## config.mk

```make
export PLATFORM = sky130hd
export DESIGN_NAME = idli_pc_ctl_m_flat
export DESIGN_NICKNAME = d
export VERILOG_FILES = /design/src/rtl/idli_pc_ctl_m_if.sv /design/src/rtl/idli_pc_ctl_m.sv /design/src/flat_wrapper.sv
export SDC_FILE = /design/constraint.sdc
export NUM_CORES = 1
export LEC_CHECK = 0
export CORE_ASPECT_RATIO = 0.75
export CORE_MARGIN = 4
export CORE_UTILIZATION = 38
export DETAILED_ROUTE_END_ITERATION = 7
export GPL_TIMING_DRIVEN = 0
export HOLD_SLACK_MARGIN = 0.06
export PLACE_DENSITY = 0.74
export SYNTH_ARGS = -nofsm -noshare
export SYNTH_HDL_FRONTEND = slang
export SYNTH_SLANG_ARGS = --single-unit
```

## constraint.sdc

```tcl
create_clock -name i_pcc_gck -period 1.4 [get_ports i_pcc_gck]
set_input_delay 0.28 -clock i_pcc_gck [delete_from_list [all_inputs] [get_ports i_pcc_gck]]
set_output_delay 0.28 -clock i_pcc_gck [all_outputs]
set_load 0.01 [all_outputs]
```

## src/rtl/idli_pc_ctl_m_if.sv

```systemverilog
// rtl/idli_pc_ctl_m_if.sv - request/ack and PC-block signal bundle for idli_pc_ctl_m
// Interrupt members exist only when IDLI_PCC_IRQ_EN is defined.
interface idli_pc_ctl_m_if;
  logic        i_pcc_fetch_req;
  logic        o_pcc_fetch_ack;
  logic        i_pcc_br_vld;
  logic [15:0] i_pcc_br_tgt;
  logic        o_pcc_br_rdy;
  logic [3:0]  i_pcc_pc_next;
  logic [1:0]  o_pcc_ctr;
  logic        o_pcc_inc;
  logic        o_pcc_redirect;
  logic [3:0]  o_pcc_data;
`ifdef IDLI_PCC_IRQ_EN
  logic        i_pcc_irq;
  logic        o_pcc_irq_ack;
  logic [15:0] o_pcc_epc;

  modport master (
    output i_pcc_fetch_req, i_pcc_br_vld, i_pcc_br_tgt, i_pcc_pc_next, i_pcc_irq,
    input  o_pcc_fetch_ack, o_pcc_br_rdy, o_pcc_ctr, o_pcc_inc, o_pcc_redirect,
           o_pcc_data, o_pcc_irq_ack, o_pcc_epc
  );

  modport slave (
    input  i_pcc_fetch_req, i_pcc_br_vld, i_pcc_br_tgt, i_pcc_pc_next, i_pcc_irq,
    output o_pcc_fetch_ack, o_pcc_br_rdy, o_pcc_ctr, o_pcc_inc, o_pcc_redirect,
           o_pcc_data, o_pcc_irq_ack, o_pcc_epc
  );
`else
  modport master (
    output i_pcc_fetch_req, i_pcc_br_vld, i_pcc_br_tgt, i_pcc_pc_next,
    input  o_pcc_fetch_ack, o_pcc_br_rdy, o_pcc_ctr, o_pcc_inc, o_pcc_redirect,
           o_pcc_data
  );

  modport slave (
    input  i_pcc_fetch_req, i_pcc_br_vld, i_pcc_br_tgt, i_pcc_pc_next,
    output o_pcc_fetch_ack, o_pcc_br_rdy, o_pcc_ctr, o_pcc_inc, o_pcc_redirect,
           o_pcc_data
  );
`endif
endinterface

```

## src/rtl/idli_pc_ctl_m.sv

```systemverilog
// rtl/idli_pc_ctl_m.sv - PC slice sequencer: slice counter plus HOLD/INC/REDIR window arbiter
// Interrupt redirect and EPC capture are compiled in with IDLI_PCC_IRQ_EN.
module idli_pc_ctl_m (
  input  logic            i_pcc_gck,
  input  logic            i_pcc_rst_n,
  idli_pc_ctl_m_if.slave  bus
);
  typedef logic [15:0] data_t;
  typedef logic [1:0]  ctr_t;
  typedef enum logic [1:0] {
    MODE_HOLD  = 2'd0,
    MODE_INC   = 2'd1,
    MODE_REDIR = 2'd2
  } mode_e;

  localparam data_t IRQ_VECTOR = 16'hFFF0;

  ctr_t  ctr_q, ctr_d;
  mode_e mode_q, mode_d;
  data_t tgt_q, tgt_d;
  logic  decide;
  logic  irq_req;
  logic  fetch_ack;
  logic  br_rdy;

  assign decide = (ctr_q == 2'd3);

`ifdef IDLI_PCC_IRQ_EN
  logic  irq_win_q, irq_win_d;
  data_t epc_q, epc_d;

  assign irq_req = bus.i_pcc_irq;
`else
  logic  unused_pc_next;

  assign irq_req        = 1'b0;
  assign unused_pc_next = ^bus.i_pcc_pc_next;
`endif

  always_ff @(posedge i_pcc_gck or negedge i_pcc_rst_n) begin
    if (!i_pcc_rst_n) begin
      ctr_q     <= '0;
      mode_q    <= MODE_HOLD;
      tgt_q     <= '0;
`ifdef IDLI_PCC_IRQ_EN
      irq_win_q <= 1'b0;
      epc_q     <= '0;
`endif
    end else begin
      ctr_q     <= ctr_d;
      mode_q    <= mode_d;
      tgt_q     <= tgt_d;
`ifdef IDLI_PCC_IRQ_EN
      irq_win_q <= irq_win_d;
      epc_q     <= epc_d;
`endif
    end
  end

  // The mode is only re-chosen at ctr = 3 so a window never changes action midway.
  always_comb begin
    ctr_d     = ctr_q + 2'd1;
    mode_d    = mode_q;
    tgt_d     = tgt_q;
    fetch_ack = 1'b0;
    br_rdy    = 1'b0;
    if (decide) begin
      mode_d = MODE_HOLD;
      if (irq_req) begin
        mode_d = MODE_REDIR;
        tgt_d  = IRQ_VECTOR;
      end else if (bus.i_pcc_br_vld) begin
        mode_d = MODE_REDIR;
        tgt_d  = bus.i_pcc_br_tgt;
        br_rdy = 1'b1;
      end else if (bus.i_pcc_fetch_req) begin
        mode_d    = MODE_INC;
        fetch_ack = 1'b1;
      end
    end
  end

`ifdef IDLI_PCC_IRQ_EN
  // EPC collects PC+1 from the PC block, LS slice first, across the interrupt window.
  always_comb begin
    irq_win_d = irq_win_q;
    epc_d     = epc_q;
    if (irq_win_q) begin
      epc_d = {bus.i_pcc_pc_next, epc_q[15:4]};
    end
    if (decide) begin
      irq_win_d = irq_req;
    end
  end

  assign bus.o_pcc_irq_ack = decide & irq_req;
  assign bus.o_pcc_epc     = epc_q;
`endif

  assign bus.o_pcc_fetch_ack = fetch_ack;
  assign bus.o_pcc_br_rdy    = br_rdy;
  assign bus.o_pcc_ctr       = ctr_q;
  assign bus.o_pcc_inc       = (mode_q == MODE_INC);
  assign bus.o_pcc_redirect  = (mode_q == MODE_REDIR);
  assign bus.o_pcc_data      = tgt_q[{ctr_q, 2'b00} +: 4];
endmodule

```

## src/flat_wrapper.sv

```systemverilog
// flat-port wrapper written by rule: the top's interface ports become plain ports
module idli_pc_ctl_m_flat 
  (i_pcc_gck, i_pcc_rst_n, bus_i_pcc_fetch_req, bus_i_pcc_br_vld, bus_i_pcc_br_tgt, bus_i_pcc_pc_next, bus_o_pcc_fetch_ack, bus_o_pcc_br_rdy, bus_o_pcc_ctr, bus_o_pcc_inc, bus_o_pcc_redirect, bus_o_pcc_data);
  idli_pc_ctl_m_if bus_i ();
  input  logic i_pcc_gck;
  input  logic i_pcc_rst_n;
  input wire logic [$bits(bus_i.i_pcc_fetch_req)-1:0] bus_i_pcc_fetch_req;
  input wire logic [$bits(bus_i.i_pcc_br_vld)-1:0] bus_i_pcc_br_vld;
  input wire logic [$bits(bus_i.i_pcc_br_tgt)-1:0] bus_i_pcc_br_tgt;
  input wire logic [$bits(bus_i.i_pcc_pc_next)-1:0] bus_i_pcc_pc_next;
  output wire logic [$bits(bus_i.o_pcc_fetch_ack)-1:0] bus_o_pcc_fetch_ack;
  output wire logic [$bits(bus_i.o_pcc_br_rdy)-1:0] bus_o_pcc_br_rdy;
  output wire logic [$bits(bus_i.o_pcc_ctr)-1:0] bus_o_pcc_ctr;
  output wire logic [$bits(bus_i.o_pcc_inc)-1:0] bus_o_pcc_inc;
  output wire logic [$bits(bus_i.o_pcc_redirect)-1:0] bus_o_pcc_redirect;
  output wire logic [$bits(bus_i.o_pcc_data)-1:0] bus_o_pcc_data;
  assign bus_i.i_pcc_fetch_req = bus_i_pcc_fetch_req;
  assign bus_i.i_pcc_br_vld = bus_i_pcc_br_vld;
  assign bus_i.i_pcc_br_tgt = bus_i_pcc_br_tgt;
  assign bus_i.i_pcc_pc_next = bus_i_pcc_pc_next;
  assign bus_o_pcc_fetch_ack = bus_i.o_pcc_fetch_ack;
  assign bus_o_pcc_br_rdy = bus_i.o_pcc_br_rdy;
  assign bus_o_pcc_ctr = bus_i.o_pcc_ctr;
  assign bus_o_pcc_inc = bus_i.o_pcc_inc;
  assign bus_o_pcc_redirect = bus_i.o_pcc_redirect;
  assign bus_o_pcc_data = bus_i.o_pcc_data;
  idli_pc_ctl_m u_core (.i_pcc_gck(i_pcc_gck), .i_pcc_rst_n(i_pcc_rst_n), .bus(bus_i));
endmodule
```

==> results.sh, run 1 <==
export IMPL_fin_skew_ps=3.69
export IMPL_start_util=0.422
export IMPL_leakagePower_nw=0.658
export IMPL_synth_common_cells="20 x dfrtp_1, 8 x mux2_2, 8 x mux2_4"
export IMPL_synthCells=53
export IMPL_cts_tree="built"
export IMPL_port_buffers=29
export IMPL_yosysMostFrequentCell="dfrtp_1"
export IMPL_areaGrowthSynthToFinish_pct=51.6
export IMPL_finalWeightedCongestion=0.729
export IMPL_ir_worst_vdd_v=0.000518
export IMPL_cts_sinks=20
export IMPL_setup_viol=14
export IMPL_drc_errors=0
export IMPL_ctsHoldBuffers=0
export IMPL_regArea_um2=502
export IMPL_dp_hpwl_um=1240
export IMPL_die_area_um2=3180
export IMPL_power_density_nw_per_um2=817
export IMPL_std_cell_rows=14
export IMPL_layout_min_cycle_time_ps=1720
export IMPL_async_flop_share=1.00
export IMPL_fillCellCount=164
export IMPL_routed_via_density=4.87
export IMPL_outcome="complete, but fails checks"
export IMPL_fmax_mhz=581
export IMPL_clk_pin_slew_ps=100
export IMPL_rr_worst_depth=6
export IMPL_maxSlewViolCount=0
export IMPL_tns_ps=-2280
export IMPL_synth_largest_area_cell="dfrtp_1"
export IMPL_grt_max_degree=21
export IMPL_synth_edf_count=0
export IMPL_multi_input_area_um2=384
export IMPL_synth_area_leaders="dfrtp_1 56%, mux2_4 14%, mux2_2 10%, mux4_2 10%, inv_1 1.7%"
export IMPL_critPathMaxFanout=5
export IMPL_startpoint_type="flop"
export IMPL_grt_pass1_vias=619
export IMPL_ant_nets=0
export IMPL_rsz0062_at_grt="true"
export IMPL_critical_path_class="flop to output port"
export IMPL_clock_path_buffers=2
export IMPL_syn_area_um2=887
export IMPL_ys_ff_latch=20
export IMPL_grt_pass1_wl_um=3060
export IMPL_cp_end_kind="output port"
export IMPL_fin_crit_sh=1.23
export IMPL_avgRoutedWirePerCell_um=16.0
export IMPL_worst_pin_slew_ps=867
export IMPL_cts_root_buf="clkbuf_4"
export IMPL_core_um2=2100
export IMPL_synth_nets=78
export IMPL_antenna_found_initial=0
export IMPL_cts_made_buffers=3
export IMPL_cp_required_ps=1120
export IMPL_r2r_end="u_core.tgt_q[12]"
export IMPL_violations="negative setup slack"
export IMPL_final_hold_violation_count=0
export IMPL_synthDominantCellAreaShare=0.564
export IMPL_drive_gt1_frac=0.489
export IMPL_via_count=565
export IMPL_yosysSeqAreaShare=0.564
export IMPL_fin_nets=119
export IMPL_hold_path_class="input port to async pin"
export IMPL_arrival_ps=1440
export IMPL_track_usage=0.131
export IMPL_r2r_start="u_core.bus.o_pcc_ctr[0]"
export IMPL_diodes=0
export IMPL_fp_dieH_um=49.8
export IMPL_first_pass_iters=3
export IMPL_ios=34
export IMPL_synthFlopType="dfrtp_1"
export IMPL_total_power_mw=1.10
export IMPL_postLayoutCoreUtil=0.640
export IMPL_worst_slack_ps=-322
export IMPL_die_w_um=63.8
export IMPL_synth_warnings=0
export IMPL_grt_overflow_total=0
export IMPL_syn_mean_instance_area_um2=16.7
export IMPL_drt_iter0_drc=3
export IMPL_max_slew_margin=0.420
export IMPL_h_tree_depth=1
export IMPL_synth_cell_types=14
export IMPL_maxCapViolCount=0
export IMPL_routed_wl_um=1860
export IMPL_insertion_delay_ps=290
export IMPL_regToRegSetupSlack_ps=-150
## critical path: stages (launching register included)
cell and delay, ps:
dfrtp_1 370, buf_6 140, mux4_2 510, buf_6 140
## layer usage
metal	share of wire	track usage	wire length (µm)	vias up
met4	0	0.0108	0	0
li1	-	-	-	266
met3	0.078	0.0682	145	0
met1	0.42	0.159	782	278
met5	0	0	0	-
met2	0.50	0.214	930	21
## state kept, by name, indices dropped and copies added (netlist names)
register and cells:
u_core.tgt_q 16, u_core.bus.o_pcc_ctr 2, u_core.mode_q 2
## power by group
part | internal, mW | leakage, nW | switching [mW]
logic | 0.137 | 0.410 | 0.0514
registers | 0.626 | 0.234 | 0.0257
clock network | 0.100 | 0.0138 | 0.159
## final cells by class
type	count	share of cell area
Sequential cell	20	0.373
Multi-Input combinational cell	27	0.286
Timing Repair Buffer	36	0.268
Buffer	2	0.0233
Tap cell	24	0.0223
Clock buffer	3	0.0167
Inverter	4	0.0112
## cell families after synthesis
logic type      after synthesis  synth area share
simple gates                  4            0.0339
mux                          20             0.339
buf+inv                       6            0.0352
compound gates                2            0.0141
flops                        20             0.564
fa+ha+maj                     1            0.0141
## timing repair
item                                    CTS  global route
endpoints found under the setup margin   18            26
resized for setup                        45            10
setup buffers                             5             1
gates cloned                              1             0
## cell usage in the layout (no fill, tap or decap)
| cell | netlist | routed |
|---|---|---|
| clkdlybuf4s50_1 | 0 | 19 |
| dfrtp_1 | 20 | 19 |
| mux2_4 | 8 | 10 |
| mux2_2 | 8 | 6 |
| buf_6 | 1 | 5 |
| buf_2 | 1 | 5 |
| mux4_2 | 4 | 4 |
| inv_1 | 4 | 4 |
| clkbuf_4 | 0 | 3 |
| buf_4 | 0 | 3 |
| buf_12 | 0 | 2 |
| clkbuf_2 | 0 | 2 |
| nand2_8 | 0 | 1 |
| nor2b_1 | 1 | 1 |
| nor2_1 | 1 | 1 |
| and3b_1 | 1 | 1 |
| a21o_1 | 1 | 1 |
| o21ai_0 | 1 | 1 |
| ha_4 | 0 | 1 |
| bufbuf_16 | 0 | 1 |
| buf_8 | 0 | 1 |
| dfrtp_2 | 0 | 1 |
## through the flow
step / setup slack [ps] / hold slack [ps] / instance area, µm² / std cells
5_1_grt: -401 / 530 / 1350 / 116
3_3_place_gp: -568 / 484 / 1210 / 106
2_1_floorplan: 19.0 / -15.6 / 892 / 53
6_report: -322 / 470 / 1350 / 116
3_5_place_dp: -565 / 492 / 1210 / 106
4_1_cts: -337 / 505 / 1330 / 115
## worst max-delay path by stage
stage                            start  cells past startpoint                 to  slack (ps)
6_report       u_core.bus.o_pcc_ctr[0]                      3  bus_o_pcc_data[1]        -320
5_1_grt        u_core.bus.o_pcc_ctr[0]                      3  bus_o_pcc_data[0]        -400
4_1_cts        u_core.bus.o_pcc_ctr[0]                      3  bus_o_pcc_data[1]        -340
3_5_place_dp          bus_i_pcc_br_vld                      5   bus_o_pcc_br_rdy        -560
3_3_place_gp          bus_i_pcc_br_vld                      5   bus_o_pcc_br_rdy        -570
2_1_floorplan  u_core.bus.o_pcc_ctr[1]                      4   u_core.tgt_q[10]          20
(Power assumes the default switching activity.)
==> run 2: changes to the inputs <==
--- a/config.mk
+++ b/config.mk
@@ -12,6 +12,7 @@
 export GPL_TIMING_DRIVEN = 0
 export HOLD_SLACK_MARGIN = 0.06
 export PLACE_DENSITY = 0.74
+export SETUP_SLACK_MARGIN = 0.15
 export SYNTH_ARGS = -nofsm -noshare
 export SYNTH_HDL_FRONTEND = slang
 export SYNTH_SLANG_ARGS = --single-unit
==> results.sh, run 2 (same netlist as run 1, synthesis figures left out) <==
export IMPL_grt_pass1_wl_um=3440
export IMPL_layout_min_cycle_time_ps=1750
export IMPL_fmax_mhz=573
export IMPL_ant_nets=0
export IMPL_areaGrowthSynthToFinish_pct=62.1
export IMPL_total_power_mw=1.13
export IMPL_tns_ps=-5420
export IMPL_p_comb_frac=0.168
export IMPL_die_area_um2=3180
export IMPL_dp_hpwl_um=1370
export IMPL_critical_path_class="flop to output port"
export IMPL_post_place_ws_ps=-586
export IMPL_die_w_um=63.8
export IMPL_layout_commonest_cell="dfrtp_1"
export IMPL_hold_path_class="input port to async pin"
export IMPL_critPathMaxFanout=5
export IMPL_drc_errors=0
export IMPL_track_usage=0.147
export IMPL_leakagePower_nw=0.728
export IMPL_r2r_end="u_core.tgt_q[1]"
export IMPL_rr_worst_depth=8
export IMPL_r2r_start="u_core.bus.o_pcc_ctr[0]"
export IMPL_cts_root_buf="clkbuf_4"
export IMPL_std_cell_rows=14
export IMPL_worst_pin_slew_ps=893
export IMPL_endpoint="bus_o_pcc_data[1]"
export IMPL_via_count=627
export IMPL_ctsHoldBuffers=0
export IMPL_switchingPower_mw=0.251
export IMPL_avgRoutedWirePerCell_um=17.6
export IMPL_maxCapViolCount=0
export IMPL_routed_via_density=5.10
export IMPL_fin_nets=125
export IMPL_crit_start="u_core.bus.o_pcc_ctr[0]"
export IMPL_cp_end_kind="output port"
export IMPL_first_pass_iters=4
export IMPL_power_density_nw_per_um2=783
export IMPL_internal_power_mw=0.875
export IMPL_max_slew_margin=0.404
export IMPL_grt_pass1_vias=659
export IMPL_diodes=0
export IMPL_seq_power_share=0.581
export IMPL_outcome="complete, but fails checks"
export IMPL_antenna_found_initial=0
export IMPL_setup_viol=23
export IMPL_h_tree_depth=1
export IMPL_ios=34
export IMPL_cts_made_buffers=3
export IMPL_routed_wl_um=2160
export IMPL_arrival_ps=1470
export IMPL_violations="negative setup slack"
export IMPL_cp_required_ps=1120
export IMPL_hold_slack_ps=73.3
export IMPL_largest_reg_flops=16
export IMPL_cts_tree="built"
export IMPL_finalWeightedCongestion=0.697
export IMPL_final_cell_mix="19 x dfrtp_1, 18 x clkdlybuf4s50_1, 16 x mux2_4"
export IMPL_regMostFlops="u_core.tgt_q"
export IMPL_worst_slack_ps=-347
export IMPL_grt_overflow_total=0
export IMPL_fin_crit_sh=1.25
export IMPL_start_util=0.422
export IMPL_maxSlewViolCount=0
export IMPL_clk_pin_slew_ps=120
export IMPL_final_hold_violation_count=0
export IMPL_fin_skew_ps=15.8
export IMPL_p_sw_frac=0.223
export IMPL_core_um2=2100
export IMPL_insertion_delay_ps=300
export IMPL_port_buffers=29
export IMPL_grt_max_degree=21
export IMPL_rsz0062_at_grt="true"
export IMPL_ir_worst_vdd_v=0.000631
export IMPL_clkPwrFrac=0.251
export IMPL_startpoint_type="flop"
export IMPL_cts_sinks=20
export IMPL_postLayoutCoreUtil=0.684
export IMPL_regToRegSetupSlack_ps=-240
export IMPL_drt_iter0_drc=12
export IMPL_fp_dieH_um=49.8
export IMPL_clock_path_buffers=2
export IMPL_drive_gt1_frac=0.525
==> run 2: area by class of cell <==
| cell class | count | area (µm²) |
|---|---|---|
| Inverter | 4 | 15.0 |
| Fill cell | 151 | 664 |
| Clock buffer | 4 | 26.3 |
| Buffer | 2 | 31.3 |
| Tap cell | 24 | 30.0 |
| Sequential cell | 20 | 502 |
| Multi-Input combinational cell | 27 | 407 |
| Timing Repair Buffer | 42 | 427 |
==> run 2: worst min-delay path by stage <==
stage,startpoint,to,slack [ps]
after CTS,i_pcc_rst_n,u_core.tgt_q[2],490
after detailed placement,u_core.tgt_q[5],u_core.tgt_q[5],490
final,i_pcc_rst_n,u_core.tgt_q[14],70
after global routing,i_pcc_rst_n,u_core.tgt_q[2],150
after floorplan,i_pcc_rst_n,u_core.bus.o_pcc_ctr[0],-20
after global placement,u_core.mode_q[0],u_core.mode_q[0],480
==> run 2: what timing repair did <==
action / in CTS / in global routing
setup endpoints to repair: 26 / 27
cloned: 1 / 0
pin swaps: 2 / 2
setup buffers: 6 / 6
resized for setup: 53 / 16
==> run 2: power by group through the flow <==
stage,Sequential (mW),Clock [mW],Combinational [mW]
floorplan,0.654,0,0.0862
global placement,0.661,0,0.182
detailed placement,0.665,0,0.186
CTS,0.653,0.290,0.177
global route,0.660,0.323,0.203
finish,0.654,0.283,0.190
==> run 2: worst max-delay path, cell delays in order (launching register included) <==
cell     delay [ps]
dfrtp_1         380
buf_6           140
mux4_2          510
buf_6           140
==> run 2: layer usage <==
metal / routed length [µm] / global-route usage / up-vias
met2: 1080 / 0.249 / 21
met3: 171 / 0.0750 / 2
met5: 0 / 0 / -
met4: 6 / 0.0358 / 0
met1: 898 / 0.162 / 319
li1: - / - / 285
==> run 2: metrics by stage <==
step	std cells	instance area, µm²
floorplan	53	901
detailed placement	106	1220
CTS	117	1340
global placement	106	1220
global route	123	1440
finish	123	1440
